**src/rtl/cb_pkg.sv**
```systemverilog
// Shared helpers for the parametrised connection block: widths of the
// per-pin configuration fields and the value driven by an unused select.
package cb_pkg;

  function automatic int clog2(input int value);
    int result;
    result = 0;
    for (int i = 0; i < 31; i++) begin
      if ((1 << i) < value) result = i + 1;
    end
    return result;
  endfunction

  function automatic int sel_width(input int fc);
    return clog2(2 * fc);
  endfunction

  function automatic int pin_bits(input int fc);
    return sel_width(fc) + 1;
  endfunction

  function automatic int cfg_bits(input int num_ipin, input int fc);
    return num_ipin * pin_bits(fc);
  endfunction

  // Pin value when the select code points past the last mux input.
  localparam logic SEL_OOR_VALUE = 1'b0;

endpackage

```
**src/rtl/cb_cfg_chain.sv**
```systemverilog
// Counted, shadowed configuration scan chain: bits shift into sh_reg and are
// copied to the active register only by a commit after exactly CFG_BITS shifts.
module cb_cfg_chain
  import cb_pkg::*;
#(
  parameter int CFG_BITS = 21
) (
  input  logic                prog_clk,
  input  logic                prog_rst_n,
  input  logic                ccff_head,
  input  logic                ccff_en,
  input  logic                ccff_commit,
  output logic [CFG_BITS-1:0] act,
  output logic                ccff_tail,
  output logic                cfg_valid,
  output logic                cfg_err
);

  localparam int CNT_W = clog2(CFG_BITS + 2);
  localparam logic [CNT_W-1:0] CNT_FULL = CNT_W'(CFG_BITS);
  localparam logic [CNT_W-1:0] CNT_SAT  = CNT_W'(CFG_BITS + 1);

  logic [CFG_BITS-1:0] sh_reg;
  logic [CFG_BITS-1:0] act_reg;
  logic [CNT_W-1:0]    cnt_reg;
  logic                valid_reg;
  logic                err_reg;

  always_ff @(posedge prog_clk or negedge prog_rst_n) begin
    if (!prog_rst_n) begin
      sh_reg    <= '0;
      act_reg   <= '0;
      cnt_reg   <= '0;
      valid_reg <= 1'b0;
      err_reg   <= 1'b0;
    end else if (ccff_commit) begin
      // Commit wins over shift; a simultaneous shift request is itself an error.
      cnt_reg <= '0;
      if (cnt_reg == CNT_FULL) begin
        act_reg   <= sh_reg;
        valid_reg <= 1'b1;
      end
      if (ccff_en || (cnt_reg != CNT_FULL)) err_reg <= 1'b1;
    end else if (ccff_en) begin
      sh_reg <= {sh_reg[CFG_BITS-2:0], ccff_head};
      if (cnt_reg != CNT_SAT) cnt_reg <= cnt_reg + 1'b1;
    end
  end

  assign act       = act_reg;
  assign ccff_tail = sh_reg[CFG_BITS-1];
  assign cfg_valid = valid_reg;
  assign cfg_err   = err_reg;

endmodule

```
**src/rtl/cbx_param_cfg.sv**
```systemverilog
// X-channel connection block: track passthroughs plus one configurable
// 2*FC-input mux per grid input pin, configured through cb_cfg_chain.
module cbx_param_cfg
  import cb_pkg::*;
#(
  parameter int CHAN_W   = 4,
  parameter int NUM_IPIN = 7,
  parameter int FC       = 2
) (
  input  logic                prog_clk,
  input  logic                prog_rst_n,
  input  logic [CHAN_W-1:0]   chanx_left_in,
  input  logic [CHAN_W-1:0]   chanx_right_in,
  output logic [CHAN_W-1:0]   chanx_left_out,
  output logic [CHAN_W-1:0]   chanx_right_out,
  input  logic                ccff_head,
  input  logic                ccff_en,
  input  logic                ccff_commit,
  output logic                ccff_tail,
  output logic [NUM_IPIN-1:0] ipin_out,
  output logic                cfg_valid,
  output logic                cfg_err
);

  localparam int SEL_W    = sel_width(FC);
  localparam int B        = pin_bits(FC);
  localparam int CFG_BITS = cfg_bits(NUM_IPIN, FC);

  logic [CFG_BITS-1:0] act;

  assign chanx_left_out  = chanx_right_in;
  assign chanx_right_out = chanx_left_in;

  cb_cfg_chain #(
    .CFG_BITS(CFG_BITS)
  ) u_chain (
    .prog_clk   (prog_clk),
    .prog_rst_n (prog_rst_n),
    .ccff_head  (ccff_head),
    .ccff_en    (ccff_en),
    .ccff_commit(ccff_commit),
    .act        (act),
    .ccff_tail  (ccff_tail),
    .cfg_valid  (cfg_valid),
    .cfg_err    (cfg_err)
  );

  genvar gi, gj;
  generate
    for (gi = 0; gi < NUM_IPIN; gi++) begin : g_pin
      logic [2*FC-1:0] mux_in;
      logic [SEL_W-1:0] pin_sel;
      logic             pin_en;
      logic             pin_val;

      // Even codes pick the left track, odd codes the right, rotated by pin index.
      for (gj = 0; gj < FC; gj++) begin : g_tap
        assign mux_in[2*gj]   = chanx_left_in[(gi + gj) % CHAN_W];
        assign mux_in[2*gj+1] = chanx_right_in[(gi + gj) % CHAN_W];
      end

      assign pin_sel = act[gi*B +: SEL_W];
      assign pin_en  = act[gi*B + B - 1];

      always_comb begin
        pin_val = SEL_OOR_VALUE;
        if (int'(pin_sel) < 2 * FC) pin_val = mux_in[pin_sel];
        if (!pin_en) pin_val = 1'b0;
      end

      assign ipin_out[gi] = pin_val;
    end
  endgenerate

endmodule

```
**config.mk**
```make
export PLATFORM = sky130hd
export DESIGN_NAME = cbx_param_cfg
export DESIGN_NICKNAME = d
export VERILOG_FILES = /design/src/rtl/cb_pkg.sv /design/src/rtl/cb_cfg_chain.sv /design/src/rtl/cbx_param_cfg.sv
export SDC_FILE = /design/constraint.sdc
export NUM_CORES = 1
export LEC_CHECK = 0
export BUFFER_PORTS_ARGS = -buffer_cell sky130_fd_sc_hd__buf_4
export CORE_MARGIN = 2
export CORE_UTILIZATION = 50
export CTS_CLUSTER_DIAMETER = 40
export DETAILED_ROUTE_END_ITERATION = 8
export PLACE_DENSITY = 0.71
export SLEW_MARGIN = 15
export SYNTH_ARGS = -nofsm -noshare
export SYNTH_HDL_FRONTEND = slang
export SYNTH_SLANG_ARGS = --single-unit
```
**constraint.sdc**
```tcl
create_clock -name prog_clk -period 3 [get_ports prog_clk]
set_clock_uncertainty 0.1 [all_clocks]
set_input_delay 0.3 -clock prog_clk [delete_from_list [all_inputs] [get_ports prog_clk]]
set_output_delay 0.3 -clock prog_clk [all_outputs]
set_load 0.01 [all_outputs]
```
==> Word level (Yosys, flattened, before mapping) <==
Cells that the tools add are included.
{ "totals": {"ff_bits": 49, "inputBits": 13, "output_inout_bits": 18, "wordCells": 48} }
{ "op_classes": {"n_addsub": 1, "magnitude_cmp": 7, "n_eq_ne": 3, "muxes": 24, "bitwise": 1, "reduce_logical": 7} }
{ "ops": {"columns": ["cell", "n"], "rows": [
  ["$lt A2 B3 Y1 const B", 7],
  ["$mux W5", 3],
  ["$bmux W1 S2", 7],
  ["$mux W1", 14],
  ["$ne A5 B5 Y1 const B", 2],
  ["$reduce_and A2 Y1", 4],
  ["$add A5 B1 Y5 const B", 1],
  ["$eq A5 B5 Y1 const B", 1],
  ["$reduce_bool A2 Y1", 2],
  ["$logic_or A1 B1 Y1", 1],
  ["$not A1 Y1", 1]
]} }

==> Longest topological paths before layout <==
{ "depth": {"word_depth": 4, "depth_mapped": 5, "ltp_nobuf": 5} }

==> Cells and area by module <==
From an unflattened synthesis, not the netlist that was laid out.
{ "unflattened": {"hier_cells": 156, "hier_area_um2": 2352.3} }
{ "modules_own_cells": {"columns": ["mod", "instances", "cells_per_inst", "area_each_um2", "seq_area_each_um2"], "rows": [
  ["cb_cfg_chain", 1, 127, 2038.2, 1226.2],
  ["cbx_param_cfg", 1, 29, 314.1, 0.0]
]} }

==> Worst setup path before layout <==
No wires, ideal clock.
{ "synth_path": {"path_kind": "register to output", "start": "register u_chain.act_reg[3], in the netlist u_chain.act[3]", "end": "output port ipin_out[1]", "arrival_ns": 1.109, "t_required_ns": 2.600, "setup_slack_ns": 1.491, "stages_incl_launch_ff": 4, "n_path_buf": 1, "cell_sequence": "dfrtp_1 -> mux4_2 -> and2_1 -> buf_4"} }
{ "synth_via": {"elab_chain_cells": 3} }
{ "synth_rtl": {"columns": ["item", "line", "rtl"], "rows": [
  ["from (decl)", "cb_cfg_chain.sv:24", "logic [CFG_BITS-1:0] act_reg;"],
  ["from (signal assigned)", "cb_cfg_chain.sv:40", "act_reg <= sh_reg;"],
  ["$bmux W1 S2", "cbx_param_cfg.sv:67", "if (int'(pin_sel) < 2 * FC) pin_val = mux_in[pin_sel];"],
  ["$mux W1 (implied by the code)", "cbx_param_cfg.sv:67", null],
  ["$mux W1", "cbx_param_cfg.sv:68", "if (!pin_en) pin_val = 1'b0;"],
  ["to (decl)", "cbx_param_cfg.sv:20", "output logic [NUM_IPIN-1:0] ipin_out,"]
]} }
No other way between the ends. The select of a mux whose other input is x is not followed.

==> Worst setup path after layout <==
{ "layout_path": {"start": "register u_chain.act_reg[15], in the netlist u_chain.act[15]", "end": "output port ipin_out[5]"} }
Same word-level chain as after synthesis.

==> key figures <==
Min path
  – Worst hold endpoint: u_chain.cnt_reg[3]
  – Tightest Hold Check Type: in2reg
  – Hold Path Depth: 2
  – Hold path start: ccff_commit

Synthesis
  – Post-synth ARST share: 100%
  – Syn Inst Count: 156
  – Register bit total from synthesis: 49
  – Synth cell types: 26
  – Yosys synthesis warning count: 0
  – Most common cell in the netlist: dfrtp_1
  – Sequential cell area fraction in the yosys report: 52.4%
  – Area leader, netlist: dfrtp_1
  – Most frequent cells after synthesis: dfrtp_1, mux2_2, mux2_4
  – Post-synth net total: 172
  – Post-Syn Area: 0.00234 mm²
  – Syn Area/Cell: 15.0 µm²
  – Top-area cell type share of the netlist area: 52.4%
  – Top_reg_cell synth: dfrtp_1
  – Top post-synthesis cells by area: dfrtp_1, mux2_4, mux2_2
  – Post-synth EDFFs: 0

Finish
  – Final std cells w/o fill: 227
  – P&R area growth vs syn: 11.3%
  – Share of cells above drive strength 1: 51.4%
  – Final nets: 191
  – Inserted Diodes: 0

Global route
  – GR peak layer: met2
  – GR Layer Usage met3: 2.92%
  – Pin count of the biggest net entering global routing: 50
  – GRT met1 Usage: 21.6%
  – Global-route usage over all layers: 15.7%
  – GR Util met2: 24.8%
  – Initial antenna violation count: 0
  – First-pass GRT wire length: 6.28 mm
  – Number of global-route vias before repair: 1317
  – Gr ovfl total: 0

Critical path
  – Worst R2R Start: u_chain.cnt_reg[1]
  – CP max FO: 2
  – Req. time, crit path: 2.60 ns
  – Worst reg2reg path depth: 4
  – R2r endpoint: u_chain.act[20]
  – Crit. End Element: output port
  – Setup slack, reg-to-reg: 1.13 ns
  – Arr. time, crit path: 1.50 ns
  – Startpoint Class: flop
  – Crit path kind: reg2out

Clock network
  – CTS sink cnt: 49
  – CTS tree: done
  – Post-CTS Setup Repair Bufs: 0
  – H-Tree Depth: 2
  – CTS root buffer: clkbuf_8
  – Clk buf depth: 2
  – Num CTS Buffers: 5
  – Clk slew on worst S/H paths: 0.08 ns
  – Clk_lat worst skew: 0.29 ns

Timing
  – Post-route worst setup slack: 1.10 ns
  – Slew @ Worst Pin: 0.596 ns
  – Relative slew slack: 60.3%
  – Tcrit/Tclk final: 63.3%
  – Final slew viol count: 0
  – Total negative slack: 0 ns
  – RSZ-0062 raised after global routing: false
  – Minimum clock period: 1.90 ns
  – Fin. Hold Viols: 0
  – FMAX: 0.526 GHz
  – Final setup fails: 0

Power and ir drop
  – Overall Power: 1450 µW
  – Pwr/cell area: 557 mW/mm²
  – Max VDD drop: 272 µV
  – Leakage: 0.00129 µW

Place
  – Port bufs: 30
  – Hpwl dp: 2.61 mm
  – Pre-CTS setup slack: 1.13 ns
  – Placed Cells incl. Taps: 219
  – GP Congestion: 0.717

Routing
  – Routed len/inst: 16.2 µm
  – 1st-iter DRT viols: 76
  – First-pass DRT Iterations: 4
  – Vias per cell: 5.46
  – Routed Antenna Nets: 0
  – Via count: 1239
  – DRC Markers: 0
  – WL final: 3.67 mm

Job
  – Max Cap Violations: 0

Floorplanning
  – Row count: 24
  – DIE AREA: 0.00525 mm²
  – Die Width: 72.4 µm
  – I/O pins: 31
  – Initial core utilization: 52.7%
  – Core Area: 0.00444 mm²
  – Die H: 72.4 µm

Status
  – Status: completed
==> critical path: stages (launching register included) <==
cell and delay, ns:
dfrtp_1 0.39, mux4_2 0.50, and2_1 0.18, buf_4 0.14
==> kinds of logic after synthesis <==
kind of cell    after synthesis  share of synthesized area, %
fa+ha+maj                     3                          1.60
simple gates                 23                          6.63
buf+inv                      23                          6.95
xor+xnor                      1                         0.374
compound gates                8                          2.08
flops                        49                          52.4
mux                          49                          30.0
==> final cells by class <==
class,instances,area [µm²]
Fill cell,358,1840
Timing Repair Buffer,33,250
Inverter,2,7.51
Multi-Input combinational cell,84,952
Sequential cell,49,1230
Clock inverter,2,35.0
Tap cell,52,65.1
Clock buffer,5,68.8
==> how the worst max path moves through the flow <==
stage                                  start         endpoint  cells after the start
after global placement    u_chain.cnt_reg[1]   u_chain.act[2]                      4
after CTS                    u_chain.act[15]      ipin_out[5]                      3
after global routing      u_chain.cnt_reg[1]   u_chain.act[2]                      4
after floorplan               u_chain.act[3]      ipin_out[1]                      3
final                        u_chain.act[15]      ipin_out[5]                      3
after detailed placement  u_chain.cnt_reg[1]  u_chain.act[20]                      4
==> layout by cell type, fill, tap and decap left out, types with 2 or more instances in the layout <==
cell,count
dfrtp_1,49
buf_4,32
mux2_2,23
mux2_4,19
and2_1,8
mux4_2,7
clkbuf_8,5
a21oi_1,4
ha_1,3
inv_1,2
nand4b_1,2
nand2b_1,2
nand4_1,2
nor2_1,2
nand3_1,2
==> repair_timing <==
action,CTS,global route
hold endpoints to repair,49,0
hold buffers,1,0
gates resized for setup,0,0
==> per-layer routing <==
layer,part of all wire (%),up-vias
li1,-,577
met1,47,622
met2,47,33
met3,4.2,7
met4,1.8,0
met5,0,-
==> through the flow <==
stage               utilization (%)  area, µm²  hold slack [ns]
finish                         58.6       2610            0.138
global route                   58.6       2610            0.138
floorplan                         -       2340          -0.0956
CTS                            58.6       2610            0.130
detailed placement             56.1       2490            0.250
global placement               56.1       2490            0.244
==> report_power, final <==
group	internal, µW	total, µW	leakage, µW	switching, µW
clock network	242	441	0.0000540	199
logic	112	176	0.000586	64.7
registers	760	832	0.000653	72.4
Power figures use the tool's default switching activity.
